### src/rtl/chef_life_sequencer.sv
// chef_life_sequencer: frame-rate game-flow controller for the chef.
// Runs the start / play / death / respawn / game-over sequence. It gates the
// keycode the chef sees, issues the one-frame hurt and chef_reset pulses, and
// produces post-respawn invulnerability with a sprite blink. Enemies are frozen
// while the chef is dying or respawning.
//
// Ports:
//   frame_clk   in   1  frame-rate clock, rising edge active
//   Reset       in   1  asynchronous, active-high reset
//   keycode     in   8  raw keyboard keycode
//   collision   in   1  chef overlaps an enemy this frame (level)
//   lives_in    in   2  chef's remaining lives
//   keycode_out out  8  keycode forwarded to the chef (zero outside PLAY)
//   hurt        out  2  2'b01 for exactly one frame per death
//   chef_reset  out  1  one-frame pulse restoring the chef at game start
//   freeze      out  1  high in DYING and RESPAWN
//   blink       out  1  sprite suppress while invulnerable
//   game_over   out  1  high in OVER
//   state       out  3  IDLE=0, PLAY=1, DYING=2, RESPAWN=3, OVER=4
module chef_life_sequencer #(
    parameter logic [7:0]  START_KEY      = 8'h2C,
    parameter int unsigned DEATH_FRAMES   = 120,
    parameter int unsigned RESPAWN_FRAMES = 60,
    parameter int unsigned INVULN_FRAMES  = 90
) (
    input  logic       frame_clk,
    input  logic       Reset,
    input  logic [7:0] keycode,
    input  logic       collision,
    input  logic [1:0] lives_in,
    output logic [7:0] keycode_out,
    output logic [1:0] hurt,
    output logic       chef_reset,
    output logic       freeze,
    output logic       blink,
    output logic       game_over,
    output logic [2:0] state
);

    localparam int unsigned KEY_W   = 8;
    localparam int unsigned TIMER_W = 8;

    localparam logic [TIMER_W-1:0] DEATH_LOAD   = TIMER_W'(DEATH_FRAMES - 1);
    localparam logic [TIMER_W-1:0] RESPAWN_LOAD = TIMER_W'(RESPAWN_FRAMES - 1);
    localparam logic [TIMER_W-1:0] INVULN_LOAD  = TIMER_W'(INVULN_FRAMES);
    localparam logic [TIMER_W-1:0] ONE          = TIMER_W'(1);

    typedef enum logic [2:0] {
        S_IDLE    = 3'd0,
        S_PLAY    = 3'd1,
        S_DYING   = 3'd2,
        S_RESPAWN = 3'd3,
        S_OVER    = 3'd4
    } state_t;

    state_t             state_q, state_d;
    logic [TIMER_W-1:0] timer_q, timer_d;
    logic [TIMER_W-1:0] inv_q, inv_d;
    logic [KEY_W-1:0]   prev_key_q;
    logic [1:0]         hurt_q, hurt_d;
    logic               chef_reset_q, chef_reset_d;
    logic               freeze_q, freeze_d;
    logic               blink_q, blink_d;
    logic               game_over_q, game_over_d;
    logic               start_edge;

    // Press of the start key; a held key never re-triggers.
    assign start_edge = (keycode == START_KEY) && (prev_key_q != START_KEY);

    // State and output registers.
    always_ff @(posedge frame_clk or posedge Reset) begin
        if (Reset) begin
            state_q      <= S_IDLE;
            timer_q      <= '0;
            inv_q        <= '0;
            prev_key_q   <= '0;
            hurt_q       <= '0;
            chef_reset_q <= 1'b0;
            freeze_q     <= 1'b0;
            blink_q      <= 1'b0;
            game_over_q  <= 1'b0;
        end else begin
            state_q      <= state_d;
            timer_q      <= timer_d;
            inv_q        <= inv_d;
            prev_key_q   <= keycode;
            hurt_q       <= hurt_d;
            chef_reset_q <= chef_reset_d;
            freeze_q     <= freeze_d;
            blink_q      <= blink_d;
            game_over_q  <= game_over_d;
        end
    end

    // Next-state, timers and next values of the registered outputs.
    always_comb begin
        state_d      = state_q;
        timer_d      = timer_q;
        inv_d        = inv_q;
        hurt_d       = 2'b00;
        chef_reset_d = 1'b0;

        case (state_q)
            S_IDLE, S_OVER: begin
                if (start_edge) begin
                    chef_reset_d = 1'b1;
                    inv_d        = '0;
                    state_d      = S_PLAY;
                end
            end
            S_PLAY: begin
                // The frame that takes inv_cnt from 1 to 0 still ignores collision.
                if (inv_q != '0) begin
                    inv_d = inv_q - ONE;
                end else if (collision) begin
                    hurt_d  = 2'b01;
                    timer_d = DEATH_LOAD;
                    state_d = S_DYING;
                end
            end
            S_DYING: begin
                // lives_in has been updated by the chef well before the timer expires.
                if (timer_q == '0) begin
                    if (lives_in == 2'd0) begin
                        state_d = S_OVER;
                    end else begin
                        timer_d = RESPAWN_LOAD;
                        state_d = S_RESPAWN;
                    end
                end else begin
                    timer_d = timer_q - ONE;
                end
            end
            S_RESPAWN: begin
                if (timer_q == '0) begin
                    inv_d   = INVULN_LOAD;
                    state_d = S_PLAY;
                end else begin
                    timer_d = timer_q - ONE;
                end
            end
            default: begin
                state_d = S_IDLE;
            end
        endcase

        freeze_d    = (state_d == S_DYING) || (state_d == S_RESPAWN);
        game_over_d = (state_d == S_OVER);
        blink_d     = (inv_d != '0) && inv_d[2];
    end

    assign keycode_out = (state_q == S_PLAY) ? keycode : '0;
    assign hurt        = hurt_q;
    assign chef_reset  = chef_reset_q;
    assign freeze      = freeze_q;
    assign blink       = blink_q;
    assign game_over   = game_over_q;
    assign state       = state_q;

endmodule
### config.mk
export PLATFORM = sky130hd
export DESIGN_NAME = chef_life_sequencer
export DESIGN_NICKNAME = d
export VERILOG_FILES = /design/src/rtl/chef_life_sequencer.sv
export SDC_FILE = /design/constraint.sdc
export NUM_CORES = 1
export LEC_CHECK = 0
export BUFFER_PORTS_ARGS = -buffer_cell sky130_fd_sc_hd__buf_4
export CORE_MARGIN = 2
export CORE_UTILIZATION = 56
export CTS_CLUSTER_SIZE = 25
export DETAILED_ROUTE_END_ITERATION = 8
export GPL_ROUTABILITY_DRIVEN = 0
export HOLD_SLACK_MARGIN = 0.12
export PLACE_DENSITY = 0.79
export SETUP_SLACK_MARGIN = 0.2
export SYNTH_ARGS = -nofsm -noshare
export SYNTH_HDL_FRONTEND = slang
export SYNTH_SLANG_ARGS = --single-unit
### constraint.sdc
create_clock -name frame_clk -period 2.4 [get_ports frame_clk]
set_input_delay 0.36 -clock frame_clk [delete_from_list [all_inputs] [get_ports frame_clk]]
set_output_delay 0.36 -clock frame_clk [all_outputs]
set_load 0.01 [all_outputs]
; ---- Yosys cells after proc, flatten, opt, wreduce, memory -nomap -nowiden
; Cells that the tools add are included.
[word_totals]
ff_bits = 33
inputBits = 13
out_inout_bits = 17
word_cells = 58
[classes]
addsub = 2
eq_ne = 13
n_mux = 23
n_reduce_logical = 11
[ops]
columns = op, n
row1 = $mux W8, 9
row2 = $pmux W8 S3, 2
row3 = $mux W3, 6
row4 = $reduce_bool A8 Y1, 2
row5 = $sub A8 B1 Y8 const B, 2
row6 = $eq A3 B2 Y1 const B, 4
row7 = $pmux W3 S4, 1
row8 = $eq A8 B6 Y1 const B, 1
row9 = $logic_not A8 Y1, 1
row10 = $ne A8 B6 Y1 const B, 1
row11 = $eq A3 B3 Y1 const B, 2
row12 = $ne A2 B2 Y1 const B, 3
row13 = $mux W1, 5
row14 = $reduce_and A5 Y1, 1
row15 = $eq A3 B1 Y1 const B, 1
row16 = $logic_not A3 Y1, 1
row17 = $ne A3 B3 Y1 const B, 1
row18 = $reduce_bool A3 Y1, 1
row19 = $logic_and A1 B1 Y1, 2
row20 = $logic_not A2 Y1, 1
row21 = $reduce_or A2 Y1, 1
row22 = $logic_or A1 B1 Y1, 1

; ---- Longest topological paths before layout
; Gate-level depths: netlist of the first run.
[logic_depth]
word_depth = 6
ltp_mapped = 7
depth_no_buf = 6

; ---- Worst setup path before layout of the first run
; No wires, ideal clock.
[synth_path]
path_type = register to register
startpoint = reg with a tool-made name
endpoint = reg timer_q[1]
setup_time_ns = 0.125
t_arrival_ns = 1.903
required_time_ns = 2.275
slack_ns = 0.372
stages_incl_launch_ff = 8
n_path_buf = 1
period_less_slack_ns = 2.028
cell_sequence = dfrtp_1 inv_1 ha_1 nor4b_4 a41oi_1 or3_1 buf_6 mux2_4
[synth_rtl]
columns = item, line
row1 = end signal: assignment, 84  ; timer_q <= timer_d;
row2 = end: declaration, 57  ; logic [TIMER_W-1:0] timer_q, timer_d;

; ---- Final worst setup path of the first run
[layout_path]
startpoint = reg timer_q[2]
endpoint = reg timer_q[1]
[layout_between]
elab_chain_len = 3
elab_cells_between_ends = 6
cone_classes = eq/ne: 2 / mux: 2 / reduce/logical: 2
[layout_rtl]
columns = item, line
row1 = $logic_not A8 Y1 (*), "123, 135"
row2 = $ne A3 B3 Y1 (no source line) (tied with other cells), --
row3 = $reduce_and A5 Y1 (no source line) or $pmux W8 S3 (tied branches), --
; Mark *: on every way between the ends. The rest lies on a longest branch, timed or not.
; A chain may end at the register's enable or synchronous reset.

==> results of run 1 <==
[kinds of logic (layout without fill, tap and decap cells)]
| kind of cell | count (synthesis) | in the layout |
|---|---|---|
| simple gates | 69 | 69 |
| compound gates | 46 | 46 |
| flops | 32 | 32 |
| buf+inv | 25 | 63 |
| fa+ha+maj | 4 | 4 |
| mux | 3 | 3 |
| other cells | 1 | 1 |
| xor+xnor | 1 | 1 |
[worst register-to-register path, cell delays in order, from the launching register on]
cell and delay [ns]:
dfrtp_1 0.47, or4_4 0.60, nor4_4 0.37, or3_4 0.26, mux2_4 0.31
[worst max path at each step]
stage	startpoint	end	slack [ns]	cells past startpoint
finish	timer_q[2]	timer_q[1]	0.27	4
global route	register	timer_q[1]	0.20	6
CTS	register	timer_q[1]	0.26	6
detailed placement	register	timer_q[1]	0.17	6
global placement	register	timer_q[1]	0.26	6
floorplan	register	timer_q[1]	0.37	7
[per-layer routing]
metal  up-vias  GRT usage, %  routed length, microns
met1       772          33.7                    1840
met3         7          7.25                     183
met2        45          41.9                    2110
met5         -             0                       0
met4         0          12.1                      63
li1        722             -                       -
[power breakdown]
| part | switching (mW) | internal (mW) | total (mW) |
|---|---|---|---|
| Sequential | 0.00167 | 0.545 | 0.547 |
| Combinational | 0.0288 | 0.0296 | 0.0585 |
| Clock | 0.182 | 0.144 | 0.327 |
| Total | 0.213 | 0.719 | 0.932 |
[placed cells by master (no fill, tap or decap), drive strengths merged, types with 2 or more instances in the layout]
master,count
mux2i,2
inv,18
nor3,3
o211ai,3
nand2b,3
nor2,15
or3,6
dlygate4sd3,2
o31ai,2
nand3,4
nor2b,2
dfrtp,32
nand2,4
buf,35
a22oi,3
nand3b,5
nor4b,3
o311ai,2
nor4,2
or3b,2
o21ai,12
and3,2
a31oi,2
clkbuf,8
o22ai,2
ha,4
and2,10
a21oi,10
[layout make-up]
| class | count | area, sq um |
|---|---|---|
| flip-flops and latches | 32 | 801 |
| inverters | 18 | 67.6 |
| repair buffers | 37 | 283 |
| fillers | 236 | 901 |
| clock buffers | 8 | 58.8 |
| multi-input cells | 124 | 912 |
| well taps | 44 | 55.1 |
[repair_timing]
action,4_1_cts,5_1_grt
endpoints found under the hold margin,13,1
buffers inserted,0,2
pin swaps,0,3
resized for setup,1,4
setup endpoints to repair,1,2
hold buffers,1,1
cloned,0,0
[through the flow]
stage | utilization [%] | std cells | power (mW)
floorplan | - | 181 | 0.580
CTS | 69.6 | 260 | 0.940
global route | 70.7 | 263 | 0.977
detailed placement | 67.2 | 251 | 0.615
global placement | 67.2 | 251 | 0.612
finish | 70.7 | 263 | 0.932
==> results by stage, run 1 <==
Status:
- The run finished with clean final reports.

STA:
- The total count of max-transition violations in the final report is 0.
- Hold is met by around 0.14 ns.
- The minimum period implied by the final worst setup slack is 2.13 ns.
- In the final timing run, aggregate negative setup slack is 0 ns.
- The number of hold violations in the final report is 0.
- The worst slew margin relative to its limit is between 50% and 60%.
- The clock skew after layout is 0.0146 ns.
- Setup repair after global routing left no endpoint under its margin.
- Setup violations remaining at the end of the flow were counted as 0.
- The post-route clock period utilization is roughly 89%.
- Timing would allow up to 469 MHz.
- The final worst-path setup slack is 0.266 ns.
- The measured slew at the worst slew-check pin is a little under 0.7 ns.

Synthesis:
- Counting every net in the synthesized netlist gives slightly below 200.
- Counting flops with an async set or reset pin after synthesis yields a share of 100%.
- The top flip-flop cell by instance count after synthesis is dfrtp_1.
- Of the synthesized area, sequential elements account for between 40% and 50%.
- Yosys printed 0 warnings.
- After Yosys synthesis, full adders, half adders and majority gates account for approximately 2.8% of the synthesized area.
- The synthesized design contains 32 register bits.
- By count the netlist is led by 32 x dfrtp_1, 18 x inv_1, 15 x nor2_1.
- Each instance of the synthesized netlist takes up on average a little over 10 sq um.
- The simple-gate portion of the synthesized area is approximately 25%.
- Synthesis produced a netlist whose cell count is around 180.
- The fraction of the mapped netlist area in compound gates is between 10% and 20%.
- The dominant cell by count in the synthesized netlist is dfrtp_1.
- Counting distinct cell types in the post-synthesis netlist gives 56.
- Of the total synthesized cell area, the portion taken by XOR and XNOR cells is less than 1%.
- The cell area after synthesis is 0.00182 sq mm.
- The multiplexer share of the synthesized area is 1.93%.
- The number of enable-type register cells in the synthesized netlist is 0.
- The largest family of logic cells by synthesized area is simple AND/OR/NAND/NOR gates.
- Of all cell types, the one taking the most synthesized area is dfrtp_1.
- The share of Yosys cell area claimed by the top area cell type is between 40 and 50%.
- Sorting the synthesized cells by area gives the leading types as dfrtp_1 44%, inv_1 3.7%, and2_1 3.4%.

GRT:
- The total global routing overflow is 0.
- The number of antenna violations at the first check in global routing is 0.
- Entering global routing, the biggest net connects 20 pins.
- The wire length of the first global-routing pass is around 7100 microns.
- The number of global-route vias before repair is 1500.
- The global-route usage over all layers is between 20% and 30%.

Drt:
- After detailed routing, the number of remaining DRC violations is 0.
- The sum of routed wire length over all layers is between 4000 and 5000 microns.
- Detailed routing inserted a total of between 1500 and 2000 vias.
- The detailed router's first-iteration violation count is 148.
- The average detailed-routed wire length per instance is 16.0 microns.
- The final antenna-violating net count is 0.
- The number of iterations in the first detailed-routing pass is 4.
- After detailed routing, the number of vias per cell comes to ~6.

Clock network:
- In this run the deepest clock path goes through 2 buffers.
- The clock network latency to the later pin of the worst-skew pair is between 0.3 and 0.4 ns.
- Clock-pin slew was measured on the worst setup and hold paths at about 0.11 ns.
- The total clock sinks is 32.
- Clock tree synthesis inserted a total of 5 buffers.
- The CTS tree is built.
- The tree is rooted in a clkbuf_4.
- The depth of the CTS H-tree is 2.

Setup path:
- The signal arrival time at the worst endpoint is about 2.4 ns.
- The number of buffers and inverters on the critical path is 0.
- In this run the critical register-to-register path is captured at timer_q[1].
- The type of element launching the critical path is a register.
- The slowest stage of the critical path belongs to the cell or4_4.
- STA puts the critical path data required time at 2.62 ns.
- The launch instance of the worst register-to-register path is timer_q[2].
- In this run the worst path has a maximum fanout of 8.
- The signal on the critical path passes through or4_4, nor4_4, or3_4, mux2_4.
- The critical path class is register to register.
- The setup slack on the worst flop-to-flop path is between 0.2 and 0.3 ns.
- The kind of end point of the critical path is a register.
- The cell class contributing the biggest share of worst-path delay is simple AND/OR/NAND/NOR gates.
- The depth of the worst register-to-register path is 4.
- The maximum single-stage delay on the critical path is roughly 0.60 ns.

Power and ir drop:
- The maximum VDD drop is slightly above 0.3 mV.
- The power density of the placed cells is between 400 and 500 mW/mm^2.
- The analysis attributes to cell leakage a power of between 1 and 1.5 nW.

Place:
- The cell area reported after detailed placement is approximately 0.0021 sq mm.
- The count of buffers inserted at the top-level ports is 28.
- After legalization and detailed placement, the total HPWL measured roughly 3100 microns.
- OpenSTA, run right after detailed placement, puts the worst setup slack at 0.168 ns.

Floorplan:
- The die boundary width is ~61 microns.
- The floorplan core area is a little over 0.003 sq mm.
- The die height is a little over 60 microns.
- For this design the top-level I/O count stands at 30.
- Once the floorplan was initialized, standard cells occupied 59.1% of the core.
- The number of rows created at floorplan is 20.
- The die covers roughly 0.0037 sq mm.

Cells and area:
- The number of antenna diodes in the final layout is 0.
- The ratio of cells with drive above 1 in the final layout is 27.9%.
- The post-synthesis to final-layout area growth is 19.7%.
- With fillers left out, the area of the finished cells amounts to around 0.0022 sq mm.
- The final net count is roughly 240.

Min path:
- In this run the worst hold path is classified as input pin to register.
- In this run the most critical hold path is launched from keycode[2].
- Counting instances, the worst hold path has a depth of 1.
- The end point of the most critical hold path is prev_key_q[2].

Flow run:
- The max-capacitance violation count is 0.
No activity file was read; power rests on OpenSTA's default activity.
==> run 2, diff against run 1 <==
Settings changed: CORE_ASPECT_RATIO set to 1.4, CORE_UTILIZATION 56 to 50, GPL_ROUTABILITY_DRIVEN 0 to unset, PLACE_DENSITY 0.79 to 0.75.
Clock period 2.4 ns to 1.9 ns, I/O delays scaled along.
==> run 2 against run 1 <==
The run now ends with negative setup slack left; clock power grew 100%; maximum frequency rose by 7.1%; die area grew 11%; core utilization rose by 15 points; worst hold slack improved by 0.091 ns; global-route usage is 4.3 points higher; clock-buffer cell count is 2 lower; sequential share of layout area fell by 9.6 points; highest routed layer unchanged; worst setup slack worse by 0.36 ns; register-to-register slack got worse by 0.36 ns; largest power group unchanged; first-iteration DRC count shrank 21%; sequential power grew 27%.
==> results by stage, run 2 (same netlist as run 1, synthesis figures left out) <==
STA:
- The post-route clock period utilization was 105% (+16 points).
- The minimum period implied by the final worst setup slack is 1.99 ns (-0.142 ns).
- The fmax is 502 MHz (+7.1%).
- Setup repair after global routing could not meet its margin everywhere.
- The final worst-path setup slack is -0.0913 ns (-0.358 ns).
- The number of endpoints failing setup at the final stage came to 12 (+12).
- The clock skew after layout is 0.0120 ns (-0.00259 ns).
- The number of hold violations in the final report came to 0 (unchanged).
- The total count of max-transition violations in the final report was 0 (unchanged).
- The post-route worst hold slack is 0.230 ns (+0.0913 ns).

Cells and area:
- From synthesis to final layout, the design area changed by 62.6%.
- The final net count was 289 (+23%).
- The area of the multi-input gates is 0.00114 sq mm (+25%).
- The count of filler cells inserted in the layout is 171 (-28%).
- The final standard cell utilization of the core is 86.0% (+15 points).
- The final cell count without fillers came to 313 (+19%).
- Leaving out fill and tap cells, the most frequent cell in the layout is buf_4.
- The ratio of cells with drive above 1 in the final layout came to 54.2% (+26 points).
- In the layout the commonest cells are 61 x buf_4, 30 x dfrtp_1, 20 x buf_6, 15 x nor2_1, 12 x inv_1.
- The footprint of the flip-flops and latches was 803 sq um (+0.31%).
- The number of diodes came to 0 (unchanged).

Drt:
- The uppermost layer routed is met4.
- The met1 routed wirelength after detailed routing is 2350 microns (+28%).
- The number of remaining DRC errors is 0 (unchanged).
- The detailed router's first-iteration violation count is 117 (-21%).
- The average detailed-routed wire length per instance is 21.3 microns (+33%).
- The sum of routed wire length over all layers is 6670 microns (+59%).
- The total length of routed met3 wires came to 452 microns (+150%).
- The final antenna-violating net count is 0 (unchanged).
- The total length of routed met2 wires is 3570 microns (+69%).
- The vias per cell was 6.17 (+5.0%).
- The via count of the routed design was 1932 (+25%).
- The number of iterations in the first detailed-routing pass came to 5 (+1).

Setup path:
- The critical path class is register to register.
- In this design, the largest share of critical-path delay is due to simple AND/OR/NAND/NOR gates.
- The critical path goes through inv_2, ha_4, nor4b_4, a41oi_2, or3_4, mux2_4.
- The maximum single-stage delay on the critical path came to 0.46 ns (-0.14 ns).
- The depth of the worst register-to-register path is 6 (+2).
- STA classifies the critical path endpoint as a register.
- The required time at the endpoint of the critical path was 2.08 ns (-0.54 ns).
- The signal arrival time at the worst endpoint is 2.17 ns (-0.19 ns).
- The type of element launching the critical path is a register.
- The buffering stage count on the worst path with inverters included is 1 (+1).
- The number of cells on the critical path is 6 (+2).
- The top fanout value on the critical path is 4 (-4).
- Among all stages on the critical path, the largest delay is contributed by or3_4.

GRT:
- The total global routing overflow is 0 (unchanged).
- The largest net degree at the start of global routing was 33 (+65%).
- The number of global-route vias before repair is 1917 (+28%).
- The number of antenna violations at the first check in global routing is 0 (unchanged).
- The global-route usage over all layers was 30.8% (+4.3 points).
- The wire length of the first global-routing pass is 8890 microns (+26%).

Clock network:
- The clock-pin slew of the registers on the worst-case setup and hold paths was 0.07 ns (-0.04 ns).
- The depth of the CTS H-tree is 2 (unchanged).
- The clock network latency to the later pin of the worst-skew pair was 0.30 ns (-0.05 ns).
- The TritonCTS buffer count is 5 (unchanged).
- CTS placed an instance of clkbuf_8 at the clock tree root.
- The total clock sinks was 32 (unchanged).
- The buffer levels on the longest clock path was 2 (unchanged).
- The CTS tree is built.

Place:
- The post-detailed-placement half-perimeter wirelength came to 3580 microns (+15%).
- The minimum setup slack after placement is -0.147 ns (-0.315 ns).
- The count of buffers inserted at the top-level ports was 28 (unchanged).
- Routability-driven placement finished with a final weighted congestion of between 0.9 and 1.
- The instance count after placement with tap cells included came to 277 (+10%).

Floorplan:
- The die height is 75.4 microns (+24%).
- The floorplan core area is 0.00344 sq mm (+12%).
- The die boundary width is 55.0 microns (-9.9%).
- The number of rows created at floorplan came to 25 (+25%).
- The effective utilization at floorplan was 52.9% (-6.2 points).
- The area of the die is 0.00414 sq mm (+11%).
- The I/O pin count is 30 (unchanged).

Power and ir drop:
- The relative contribution of sequential cells to total power is 47.1% (-12 points).
- The clock share of power is 45.6% (+10 points).
- The maximum VDD drop is 0.629 mV (+100%).
- The total chip power is 1.47 mW (+58%).
- The power density of the placed cells was 497 mW/mm^2 (+16%).
- The combinational share of power came to 7.4% (+1.1 points).
- The power spent charging and discharging nets is 0.329 mW (+54%).
- The total internal power is 1.14 mW (+59%).
- The static leakage power is 1.40 nW (+38%).
- The fraction of power spent switching nets is 22.4% (-0.48 points).

Min path:
- The count of cells along the worst hold path is 2 (+1).
- The classification of the worst-slack hold path is input pin to register.

Status:
- The checks that failed: negative setup slack.
- The flow ran to the end, but the final reports show violations.

Flow run:
- The max-capacitance violation count is 0 (unchanged).
==> run 2: worst paths after layout <==
| check | from | endpoint | slack (ns) |
|---|---|---|---|
| worst min-delay path | collision | hurt[0] | 0.23 |
| max in group asynchronous | Reset | state[1] | 0.93 |
| worst max-delay path | register | timer_q[1] | -0.09 |
| worst min register to register | register | register | 0.58 |
| min in group asynchronous | Reset | prev_key_q[4] | 0.64 |
| worst max register to register | register | timer_q[1] | -0.09 |
==> run 2: routing by layer <==
| layer | global-route usage (%) | vias up |
|---|---|---|
| li1 | - | 830 |
| met1 | 32.4 | 945 |
| met2 | 55.0 | 122 |
| met3 | 5.29 | 35 |
| met4 | 18.7 | 0 |
| met5 | 0 | - |
==> run 2: area by class of cell <==
type | instances | area share [%]
repair buffers | 91 | 26.8
well taps | 40 | 1.69
flip-flops and latches | 32 | 27.2
inverters | 18 | 2.28
clock inverters | 2 | 1.18
clock buffers | 6 | 2.45
multi-input cells | 124 | 38.4
==> run 2: stage by stage <==
stage	cell area, sq um	setup TNS (ns)
4_1_cts	2750	-0.520
5_1_grt	2960	-1.02
2_1_floorplan	1840	-0.107
3_5_place_dp	2310	-0.976
6_report	2960	-0.367
3_3_place_gp	2310	-0.233
==> run 2: power groups by stage <==
| stage | sequential [mW] | combinational [mW] | clock, mW |
|---|---|---|---|
| 3_5_place_dp | 0.705 | 0.0743 | 0 |
| 5_1_grt | 0.693 | 0.115 | 0.702 |
| 3_3_place_gp | 0.704 | 0.0714 | 0 |
| 4_1_cts | 0.692 | 0.102 | 0.654 |
| 2_1_floorplan | 0.704 | 0.0296 | 0 |
| 6_report | 0.692 | 0.108 | 0.670 |
==> run 2: timing repair <==
item / in CTS / in global routing
pin swaps: 19 / 15
hold buffers: 8 / 1
gates resized for setup: 51 / 27
setup buffers: 12 / 7
setup endpoints to repair: 30 / 30
hold endpoints to repair: 39 / 1
==> run 3, diff against run 2 <==
Settings changed: CORE_ASPECT_RATIO 1.4 to 1.75.
==> run 3 against run 2 <==
The run still ends with negative setup slack left; core utilization is 8.2 points lower; clock power is 7.0% lower; clock-buffer cell count stayed put; clock skew is 0.0081 ns lower; global-route usage is 4.4 points lower; die area is 0.29% higher; first-iteration DRC count is 53% lower; sequential share of layout area is 1.8 points higher; total power is 5.0% lower; cell area is 6.5% lower; non-clock buffer count is 6 lower; sequential power hardly changed; largest cell class unchanged; highest routed layer unchanged.
==> results by stage, run 3 (same netlist as run 1, synthesis figures left out) <==
Setup path:
- The setup slack on the worst flop-to-flop path is -0.02 ns (+0.07 ns).
- The kind of end point of the critical path is a register.
- STA classifies the critical path startpoint as a register.
- The top fanout value on the critical path is 3 (-1).
- By startpoint and endpoint, the worst setup path is classified as register to register.
- The worst register-to-register path begins at timer_q[1].
- The critical path starts at timer_q[1].
- The required time at the endpoint of the critical path is 2.06 ns (-0.02 ns).
- In this run the critical register-to-register path is captured at timer_q[6].
- The depth of the worst register-to-register path is 7 (+1).
- The signal arrival time at the worst endpoint is 2.08 ns (-0.09 ns).

Floorplan:
- The die boundary width is 49.6 microns (-9.8%).
- The floorplan core area came to 0.00356 sq mm (+3.3%).
- The effective utilization at floorplan was 51.2% (-1.7 points).
- The area of the die came to 0.00416 sq mm (+0.29%).
- The number of rows created at floorplan is 29 (+16%).
- The I/O pin count is 30 (unchanged).
- The die height came to 83.8 microns (+11%).

Clock network:
- TritonCTS built the clock tree.
- The tree is rooted in a clkbuf_8.
- The total clock sinks was 32 (unchanged).
- The clock network latency to the later pin of the worst-skew pair is 0.28 ns (-0.02 ns).
- The buffer levels on the longest clock path came to 2 (unchanged).
- The depth of the CTS H-tree came to 2 (unchanged).
- The clock-pin slew of the registers on the worst-case setup and hold paths is 0.06 ns (about the same).
- The TritonCTS buffer count is 5 (unchanged).

Cells and area:
- The area of the multi-input gates is 0.00105 sq mm (-7.7%).
- The number of diodes is 0 (unchanged).
- The final net count is 283 (-2.1%).
- The ratio of cells with drive above 1 in the final layout is 49.4% (-4.8 points).
- The footprint of the flip-flops and latches came to 802 sq um (-0.16%).
- The count of filler cells inserted in the layout came to 241 (+41%).
- Compared with the post-synthesis result, the final layout area differs by 52.0%.
- The final design area excluding fillers is 0.00277 sq mm (-6.5%).
- The final cell count without fillers is 313 (unchanged).
- Leaving out fill and tap cells, the most frequent cells in the layout are 72 x buf_4, 31 x dfrtp_1, 15 x nor2_1, 12 x inv_1, 10 x and2_1.
- The final standard cell utilization of the core is 77.8% (-8.2 points).
- Leaving out fill and tap cells, the most frequent cell in the layout is buf_4.

GRT:
- The number of global-route vias before repair is 1825 (-4.8%).
- The wire length of the first global-routing pass is 8310 microns (-6.6%).
- The number of antenna violations at the first check in global routing is 0 (unchanged).
- The global-route usage over all layers was 26.4% (-4.4 points).
- The total global routing overflow is 0 (unchanged).
- The largest net degree at the start of global routing was 31 (-6.1%).

Min path:
- The classification of the worst-slack hold path is input pin to register.
- The count of cells along the worst hold path was 1 (-1).
- The worst hold path begins at keycode[3].
- The worst hold path terminates at prev_key_q[3].

Place:
- The count of buffers inserted at the top-level ports is 28 (unchanged).
- The cell area reported after detailed placement is 0.00228 sq mm (-1.3%).
- The post-detailed-placement half-perimeter wirelength is 3450 microns (-3.7%).
- The final weighted congestion in routability-driven placement is 0.950 (+4.0%).
- The instance count after placement with tap cells included came to 278 (+0.36%).
- The minimum setup slack after placement is -0.0672 ns (+0.0796 ns).

Status:
- The checks that failed: negative setup slack.
- The flow ran to the end, but the final reports show violations.

Power and ir drop:
- The power density of the placed cells was 505 mW/mm^2 (+1.6%).
- The static leakage power is 1.32 nW (-5.5%).
- The total chip power is 1.40 mW (-5.0%).
- The maximum VDD drop came to 0.515 mV (-18%).

Drt:
- The number of iterations in the first detailed-routing pass is 4 (-1).
- The final antenna-violating net count is 0 (unchanged).
- The sum of routed wire length over all layers is 5300 microns (-21%).
- The vias per cell is 5.73 (-7.1%).
- The via count of the routed design is 1795 (-7.1%).
- The average detailed-routed wire length per instance is 16.9 microns (-21%).
- The detailed router's first-iteration violation count is 55 (-53%).
- The number of remaining DRC errors is 0 (unchanged).

STA:
- The final worst-path setup slack is -0.0164 ns (+0.0749 ns).
- The clock skew after layout is 0.00386 ns (-0.00810 ns).
- The post-route worst hold slack is 0.125 ns (-0.104 ns).
- Setup repair after global routing could not meet its margin everywhere.
- The minimum period implied by the final worst setup slack is 1.92 ns (-0.0749 ns).
- The sum of negative setup slack is -0.0285 ns (+0.338 ns).
- The number of hold violations in the final report came to 0 (unchanged).
- The number of endpoints failing setup at the final stage is 2 (-10).
- The total count of max-transition violations in the final report is 0 (unchanged).
- The post-route clock period utilization was 101% (-3.9 points).
- The fmax is 522 MHz (+3.9%).

Flow run:
- The max-capacitance violation count is 0 (unchanged).
==> run 3: worst max-delay path, cell delays in order, from the launching register on <==
cell     delay, ns
dfrtp_1       0.39
inv_2         0.10
ha_4          0.15
or2b_4        0.29
buf_6         0.13
or3_1         0.35
a31oi_1       0.28
o22ai_2       0.11
==> run 3: worst max-delay path by stage <==
| stage | to | slack (ns) | cells after the start |
|---|---|---|---|
| finish | timer_q[6] | -0.02 | 7 |
| global route | register | -0.06 | 6 |
| CTS | register | -0.01 | 4 |
| detailed placement | timer_q[3] | -0.07 | 7 |
| global placement | timer_q[3] | -0.05 | 7 |
| floorplan | timer_q[1] | -0.08 | 7 |
==> run 3: per-layer routing <==
metal	vias up	track usage (%)	share of wire (%)
met1	886	25.0	34
met3	27	3.94	3.3
li1	818	-	-
met5	-	0	0
met2	64	50.7	58
met4	0	15.2	4.9
==> run 3: repair_timing <==
action                                  4_1_cts  5_1_grt
buffers inserted                             16        6
cloned                                        1        0
hold buffers                                  2        2
endpoints found under the setup margin       30       30
pin swaps                                    11        9
gates resized for setup                      24       23
endpoints found under the hold margin         3        2
==> run 3: where the power goes <==
group / internal (mW) / switching, mW / total, mW / leakage, nW
clock network: 0.388 / 0.234 / 0.623 / 0.0552
registers: 0.690 / 0.00259 / 0.693 / 0.365
logic: 0.0419 / 0.0387 / 0.0806 / 0.901
==> run 3: layout make-up <==
cell class,count,share of cell area [%]
inverters,18,2.44
multi-input cells,124,37.9
clock inverters,2,1.27
clock buffers,6,2.62
flip-flops and latches,32,29.0
repair buffers,85,24.7
well taps,46,2.08
